### src/rtl/fp_mul_pkg.sv
// Shared types and constants for the floating-point multiplier scheduler.
package fp_mul_pkg;

   localparam int unsigned FP_W = 32;
   localparam logic [FP_W-1:0] FP_QNAN = 32'h7FC00000;

   typedef enum logic [1:0] {
      IDLE,
      ISSUE,
      WAIT,
      RESP
   } state_e;

   // Index width for an n-entry one-hot vector; never narrower than one bit.
   function automatic int unsigned idx_w(input int unsigned n);
      return (n > 1) ? $clog2(n) : 1;
   endfunction

endpackage

### src/rtl/fp_rr_arbiter.sv
// Combinational round-robin arbiter: grants the first request at or after ptr+1.
module fp_rr_arbiter
   import fp_mul_pkg::*;
#(
   parameter int unsigned NREQ = 4,
   localparam int unsigned IW = idx_w(NREQ)
) (
   input  logic [NREQ-1:0] req,
   input  logic [IW-1:0]   ptr,
   output logic [NREQ-1:0] grant,
   output logic [IW-1:0]   index
);

   logic           found;
   int unsigned    pos;
   logic [IW-1:0]  pos_i;

   // Walk the requesters starting just past the pointer, wrapping modulo NREQ.
   always_comb begin
      grant = '0;
      index = '0;
      found = 1'b0;
      pos   = 0;
      pos_i = '0;
      for (int unsigned k = 1; k <= NREQ; k++) begin
         pos   = (32'(ptr) + k) % NREQ;
         pos_i = IW'(pos);
         if (!found && req[pos_i]) begin
            found        = 1'b1;
            grant[pos_i] = 1'b1;
            index        = pos_i;
         end
      end
   end

endmodule

### src/rtl/fp_mul_scheduler.sv
// Shares one single-precision multiplier between NREQ round-robin requesters.
// Optional multiplier watchdog enabled by defining FP_MUL_TIMEOUT_EN.
module fp_mul_scheduler
   import fp_mul_pkg::*;
#(
   parameter int unsigned NREQ = 4,
   parameter int unsigned W    = FP_W
`ifdef FP_MUL_TIMEOUT_EN
   ,
   parameter int unsigned TIMEOUT = 15
`endif
) (
   input  logic            CLK,
   input  logic            RST,
   input  logic [NREQ-1:0]   req_valid,
   input  logic [NREQ*W-1:0] req_a,
   input  logic [NREQ*W-1:0] req_b,
   output logic [NREQ-1:0]   req_ready,
   output logic [NREQ-1:0]   rsp_valid,
   input  logic [NREQ-1:0]   rsp_ready,
   output logic [W-1:0]      rsp_data,
   output logic              rsp_zero,
   output logic              rsp_inf,
   output logic              rsp_err,
   output logic [W-1:0]      mul_A,
   output logic [W-1:0]      mul_B,
   output logic              mul_EN,
   input  logic [W-1:0]      mul_out,
   input  logic              mul_flag,
   input  logic              mul_zero,
   input  logic              mul_inf
);

   localparam int unsigned IW = idx_w(NREQ);

   state_e           state;
   logic [IW-1:0]    ptr;
   logic [IW-1:0]    cur;
   logic [NREQ-1:0]  cur_oh;
   logic [NREQ-1:0]  arb_grant;
   logic [IW-1:0]    arb_idx;

   fp_rr_arbiter #(
      .NREQ (NREQ)
   ) u_arb (
      .req   (req_valid),
      .ptr   (ptr),
      .grant (arb_grant),
      .index (arb_idx)
   );

`ifdef FP_MUL_TIMEOUT_EN
   localparam logic [4:0] TO_LAST = 5'(TIMEOUT);
   logic [4:0] tmo_cnt;
   logic       err_q;
   assign rsp_err = err_q;
`else
   assign rsp_err = 1'b0;
`endif

   // Single-op sequencer: grant, enable multiplier, wait for done, hand result back.
   always_ff @(posedge CLK or negedge RST) begin
      if (!RST) begin
         state     <= IDLE;
         ptr       <= IW'(NREQ - 1);
         cur       <= '0;
         cur_oh    <= '0;
         req_ready <= '0;
         rsp_valid <= '0;
         rsp_data  <= '0;
         rsp_zero  <= 1'b0;
         rsp_inf   <= 1'b0;
         mul_A     <= '0;
         mul_B     <= '0;
         mul_EN    <= 1'b0;
`ifdef FP_MUL_TIMEOUT_EN
         tmo_cnt   <= '0;
         err_q     <= 1'b0;
`endif
      end else begin
         req_ready <= '0;
         case (state)
            IDLE: begin
               if (|req_valid) begin
                  req_ready <= arb_grant;
                  cur       <= arb_idx;
                  cur_oh    <= arb_grant;
                  mul_A     <= req_a[32'(arb_idx)*W +: W];
                  mul_B     <= req_b[32'(arb_idx)*W +: W];
                  mul_EN    <= 1'b1;
                  state     <= ISSUE;
               end
            end
            // mul_flag may still reflect the previous op here, so it is not looked at.
            ISSUE: begin
`ifdef FP_MUL_TIMEOUT_EN
               tmo_cnt <= '0;
`endif
               state <= WAIT;
            end
            WAIT: begin
               if (mul_flag) begin
                  rsp_data  <= mul_out;
                  rsp_zero  <= mul_zero;
                  rsp_inf   <= mul_inf;
`ifdef FP_MUL_TIMEOUT_EN
                  err_q     <= 1'b0;
`endif
                  mul_EN    <= 1'b0;
                  rsp_valid <= cur_oh;
                  state     <= RESP;
               end
`ifdef FP_MUL_TIMEOUT_EN
               else if (tmo_cnt == TO_LAST) begin
                  rsp_data  <= W'(FP_QNAN);
                  rsp_zero  <= 1'b0;
                  rsp_inf   <= 1'b0;
                  err_q     <= 1'b1;
                  mul_EN    <= 1'b0;
                  rsp_valid <= cur_oh;
                  state     <= RESP;
               end else begin
                  tmo_cnt <= tmo_cnt + 5'd1;
               end
`endif
            end
            RESP: begin
               if (|(rsp_ready & cur_oh)) begin
                  ptr       <= cur;
                  rsp_valid <= '0;
                  state     <= IDLE;
               end
            end
            default: state <= IDLE;
         endcase
      end
   end

endmodule

### config.mk
export PLATFORM = sky130hd
export DESIGN_NAME = fp_mul_scheduler
export DESIGN_NICKNAME = d
export VERILOG_FILES = /design/src/rtl/fp_mul_pkg.sv /design/src/rtl/fp_rr_arbiter.sv /design/src/rtl/fp_mul_scheduler.sv
export SDC_FILE = /design/constraint.sdc
export NUM_CORES = 1
export LEC_CHECK = 0
export ABC_CLOCK_PERIOD_IN_PS = 9800
export CAP_MARGIN = 20
export CORE_ASPECT_RATIO = 0.7
export CORE_MARGIN = 2
export CORE_UTILIZATION = 30
export DETAILED_ROUTE_END_ITERATION = 16
export PLACE_DENSITY = 0.76
export SETUP_SLACK_MARGIN = 0.02
export SLEW_MARGIN = 5
export SYNTH_ARGS = -nofsm -noshare
export SYNTH_HDL_FRONTEND = slang
export SYNTH_SLANG_ARGS = --single-unit
### constraint.sdc
create_clock -name CLK -period 9.8 [get_ports CLK]
set_clock_uncertainty 0.15 [all_clocks]
set_input_delay 2.45 -clock CLK [delete_from_list [all_inputs] [get_ports CLK]]
set_output_delay 2.45 -clock CLK [all_outputs]
set_load 0.05 [all_outputs]
# Word level (Yosys, flattened, before mapping)
# Index checks and enable logic that the tools add are counted.
[op_classes]
addsub = 4
order_cmp = 8
eq_ne = 6
shifts = 2
n_mux = 39
bitwise = 4
n_reduce_logical = 21
[ops]
columns = ["op", "n"]
rows = [
  ["128-bit by 8-bit indexed part select with 32-bit output", 2],
  ["4-bit two-way mux", 8],
  ["2-bit two-way mux", 7],
  ["1-bit two-way mux", 13],
  ["2-bit by 3-bit less-than comparator with 1-bit output (second input constant)", 4],
  ["4-bit bitwise OR", 3],
  ["3-bit AND reduction", 3],
  ["1-bit binary-select mux with 2-bit select", 4],
  ["1-bit demux with 2-bit select", 4],
  ["2-bit by 1-bit >= comparator with 1-bit output (second input constant)", 4],
  ["2-bit case mux with 4 select lines", 1],
  ["4-bit case mux with 2 select lines", 1],
  ["4-bit OR reduction", 2],
  ["1-bit logical AND", 7],
  ["2-bit inequality test (second input constant)", 3],
  ["2-bit AND reduction", 3],
  ["2-bit by 1-bit adder with 2-bit output (second input constant)", 2],
  ["2-bit adder (second input constant)", 2],
  ["4-bit AND", 1],
  ["2-bit equality test (second input constant)", 2],
  ["2-bit nonzero test", 2],
  ["1-bit zero test", 3],
  ["2-bit by 1-bit equality test with 1-bit output (second input constant)", 1],
  ["2-bit zero test", 1],
  ["1-bit case mux with 2 select lines", 1],
]
[totals]
regBits = 117
word_cells = 96

# Longest topological paths before layout
[depth]
depth_word = 15
ltp_mapped = 11
mapped_depth_nobuf = 8

# Hierarchy
# From an unflattened synthesis, not the netlist that was laid out.
[unflattened]
cells_unflattened = 430
hier_area_um2 = 6702.7
[by_module_without_submodules]
columns = ["module", "n_inst", "cells_each", "area_each_um2", "seq_area_each_um2"]
rows = [
  ["fp_mul_scheduler", 1, 362, 6157.2, 2930.3],
  ["fp_rr_arbiter", 1, 68, 545.5, 0.0],
]

# Worst setup path after synthesis
# OpenSTA, ideal clock, no wires.
[synth_path]
path_type = "input -> register"
startpoint = "input port req_valid[1]"
endpoint = "register mul_B[10]"
setup_time_ns = 0.133
arrival_ns = 4.247
t_required_ns = 9.517
setup_slack_ns = 5.270
path_stages = 8
n_path_buf = 2
path_cell_list = "mux4_2 nor2b_2 nor3_1 a21oi_2 buf_4 buf_2 mux2i_1 o221ai_2"
[synth_via]
elab_chain_len = 13
word_cells_on_any_way = 24
classes_between = "shift (1); mux (15); reduce/logical (8)"
[synth_lines]
columns = ["item", "line_no", "source"]
rows = [
  ["from (decl)", "fp_mul_scheduler.sv:15", "input logic [NREQ-1:0] req_valid,"],
  ["1-bit binary-select mux with 2-bit select", "fp_rr_arbiter.sv:28", "if (!found && req[pos_i]) begin"],
  ["1-bit two-way mux (not written as such)", "fp_rr_arbiter.sv:28", ""],
  ["1-bit two-way mux", "fp_rr_arbiter.sv:28", ""],
  ["1-bit zero test", "fp_rr_arbiter.sv:28", ""],
  ["1-bit logical AND", "fp_rr_arbiter.sv:28", ""],
  ["1-bit two-way mux", "fp_rr_arbiter.sv:28", ""],
  ["1-bit zero test", "fp_rr_arbiter.sv:28", ""],
  ["1-bit logical AND", "fp_rr_arbiter.sv:28", ""],
  ["1-bit two-way mux", "fp_rr_arbiter.sv:28", ""],
  ["1-bit zero test", "fp_rr_arbiter.sv:28", ""],
  ["1-bit logical AND", "fp_rr_arbiter.sv:28", ""],
  ["2-bit two-way mux", "fp_rr_arbiter.sv:28", ""],
  ["128-bit by 8-bit indexed part select with 32-bit output", "fp_mul_scheduler.sv:89", "mul_B <= req_b[32'(arb_idx)*W +: W];"],
  ["to (signal assigned)", "fp_mul_scheduler.sv:89", ""],
  ["to (decl)", "fp_mul_scheduler.sv:26", "output logic [W-1:0] mul_B,"],
]
# Several ways; a longest one is shown, not always the timed one. The select of a mux whose other input is x is not followed.
# A chain may end at the register's enable or synchronous reset.

# Worst setup path in the final report
[layout_path]
startpoint = "input port req_valid[3]"
endpoint = "register mul_B[14]"
# The elaborated chain is that of the path after synthesis.

==> metrics.cfg <==
[outcome]
status=finished, final reports clean

[worst_setup_path]
crit_chain=clkdlybuf4s50_1 > nor4_1 > nand2b_4 > or2_4 > buf_4 > o221ai_1
ff2ff_setup_slack_ps=5180
slowest_delay_ps=890
crit_end=mul_B[14]$_DFFE_PN0P_
cp_slowest_cell=nand2b_4
endpoint_kind=flip-flop
arrival_ps=6120
crit_path_start=req_valid[3]
critical_path_depth=6
crit_buf_inv=2
worstRegToRegCells=8
start_kind=primary input
required_ps=9900
crit_path_max_fanout=80
worstReg2RegStart=ptr[0]$_DFFE_PN1P_
critPathTopFamily=simple AND/OR/NAND/NOR gates
r2r_end=mul_B[14]$_DFFE_PN0P_
crit_type=primary input to flip-flop

[grt]
grt_overflow=0
grt_usage_pct=19.6
grt_max_degree=81
grt_pass1_vias=6174
grt_first_pass_wirelength_um=35400
antenna_found_initial=1

[clocking]
postCtsSetupRepairBufs=0
clockBufferDepth=2
cts-root-buf=clkbuf_16
clock_sinks=117
clk_pin_slew_ps=60
hold_buffers=0
cts_made_buffers=17
htreeDepth=4
cts_resized=0
clk_latency_ps=410
cts_tree=yes

[synth]
ys_seq_area_share_pct=43.6
synth_commonest_cells=mux2i_1 (131), dfrtp_1 (115), nand2_1 (76)
yosys.area.top_type_share_pct=42.8
async_flop_share_pct=100
yosysTopAreaCell=dfrtp_1
yosysWarnings=0
synth_area_per_cell_sq_um=12.2
synth.cell_area_sq_um=6720
syn_inst=551
synth_ff_type=dfrtp_1
syn-num-nets=864
yosys-top-cells-area=dfrtp_1 (43%), mux2i_1 (20%), o221ai_2 (11%)
synth_edf_count=0
ys_ff_latch=117
yosysMostFrequentCell=mux2i_1
synth.distinct_cells=36

[sta]
finalSetupViolCount=0
hold_slack_ps=328
worst_slack_ps=3780
tightest_slew_ps=969
report.final.slew_viol_count=0
grt_setup_unrepaired=false
min_period_ps=6020
fmaxAchievable_mhz=166
post-route-period-util_pct=61.4
slew_headroom_pct=35.4
setup_tns_ps=0
hold_violations=0

[detailed_routing]
wl_per_cell_um=19.3
drt_iter0_markers=268
drt-met1-wl_um=9870
dr.pass1.iters=4
totalWireLength_um=23800
drcViolationCount=0
via_count=6089
wl_met3_um=2150
wl_met2_um=11600
vias_per_cell=4.93
ant_nets=0
top_layer_used=met5

[pwr]
finalPower_mw=4.48
power_frac_clock_pct=14.5
p_switching_mw=2.19
irDropWorstVdd_mv=0.232
p_leak_nw=4.96
comb_power_share_pct=65.9
netSwitchingFraction_pct=48.8
power.density_nw_per_um2=386
p_int_mw=2.29
p_seq_share_pct=19.6

[floorplan]
die_height_um=129
row_count=45
core_sq_um=21800
die_w_um=183
die-area_sq_um=23600
start_util_pct=30.8
io_pins=409

[place]
place.gp.congestion=0.819
pre_cts_ws_ps=3280
post-dp-hpwl_um=17800
port-buffer-count=407

[final_layout]
drive_above_1_share_pct=14.7
final_util_pct=53.1
syn_to_final_growth_pct=72.6
diodes=0
num-nets-final=1254
nFillCells=1952

[hold_path]
hold_path_depth=2
hold_path_class=flip-flop to flip-flop

[run]
max_cap_violations=0

-- through the flow --
step,cells,instance area [sq um]
floorplan,551,6720
global placement,1203,11000
detailed placement,1203,11000
CTS,1235,11600
global route,1236,11600
finish,1236,11600
-- layer usage --
layer / vias to the layer above / track usage (%)
li1: 2855 / -
met1: 2947 / 25.0
met2: 267 / 32.3
met3: 18 / 6.75
met4: 2 / 4.33
met5: - / 0
-- power groups by stage --
stage | Combinational [mW] | Sequential (mW) | Clock [mW]
floorplan | 1.40 | 1.60 | 0
global placement | 2.93 | 0.880 | 0
detailed placement | 2.96 | 0.883 | 0
CTS | 2.97 | 0.880 | 0.665
global route | 3.13 | 0.910 | 0.687
finish | 2.95 | 0.879 | 0.648
-- worst min-delay path by stage --
stage                                startpoint                     to  slack, ps
after global routing      mul_B[18]$_DFFE_PN0P_  mul_B[18]$_DFFE_PN0P_        350
after detailed placement     cur[1]$_DFFE_PN0P_     cur[1]$_DFFE_PN0P_        320
after floorplan              cur[1]$_DFFE_PN0P_     cur[1]$_DFFE_PN0P_        290
after CTS                    cur[1]$_DFFE_PN0P_     cur[1]$_DFFE_PN0P_        330
final                        cur[1]$_DFFE_PN0P_     cur[1]$_DFFE_PN0P_        330
after global placement       cur[1]$_DFFE_PN0P_     cur[1]$_DFFE_PN0P_        310
-- registers in the layout, summed over array words and instances (netlist names) --
signal / flops
ptr: 2
rsp_zero: 1
cur: 2
mul_A: 32
state: 2
mul_EN: 1
rsp_data: 32
cur_oh: 4
mul_B: 32
rsp_valid: 4
req_ready: 4
rsp_inf: 1
-- cell usage in the layout, fill, tap and decap left out, types with 2 or more instances in the layout --
cell type / netlist / routed
nor3_1: 2 / 2
clkbuf_16: 0 / 17
nor2_1: 9 / 9
buf_4: 4 / 7
o221ai_2: 49 / 49
dfrtp_1: 115 / 115
mux4_2: 4 / 4
mux2i_1: 131 / 131
o21ai_0: 10 / 10
nand2_1: 76 / 76
o221ai_1: 15 / 15
nand3b_1: 5 / 5
dfstp_2: 2 / 2
ha_1: 12 / 12
clkdlybuf4s50_1: 0 / 406
o21a_1: 2 / 2
inv_6: 0 / 6
mux2_2: 39 / 39
nand2b_4: 0 / 2
clkinvlp_4: 0 / 4
bufinv_16: 0 / 2
inv_8: 0 / 2
inv_1: 11 / 11
a221oi_1: 4 / 4
a22oi_1: 6 / 6
-- cell type report --
type	instances	area, sq um	share of cell area [%]
clock buffers	18	439	3.78
clock inverters	14	165	1.42
inverters	11	41.3	0.356
multi-input cells	380	3530	30.4
flip-flops and latches	117	2930	25.3
well taps	282	353	3.04
repair buffers	414	4140	35.7
-- worst reg2reg max path, delay by kind of cell (launching register included) --
family	cells	cell delay [ps]
mux	1	600
simple gates	1	420
compound gates	3	1150
buf+inv	2	900
fa+ha+maj	1	450
flops	1	790
-- cell families (layout without fill, tap and decap cells) --
family,after synthesis,after routing,share of synthesized area [%]
AO/OA/AOI/OAI,95,95,16.2
adder cells (fa/ha/maj),12,12,2.23
buffers and inverters,54,457,4.26
flip-flops,117,117,43.6
multiplexers,174,174,27.4
other,1,1,0.0558
AND/OR/NAND/NOR,98,98,6.31
Note: power is estimated with default switching activity, not from simulation.
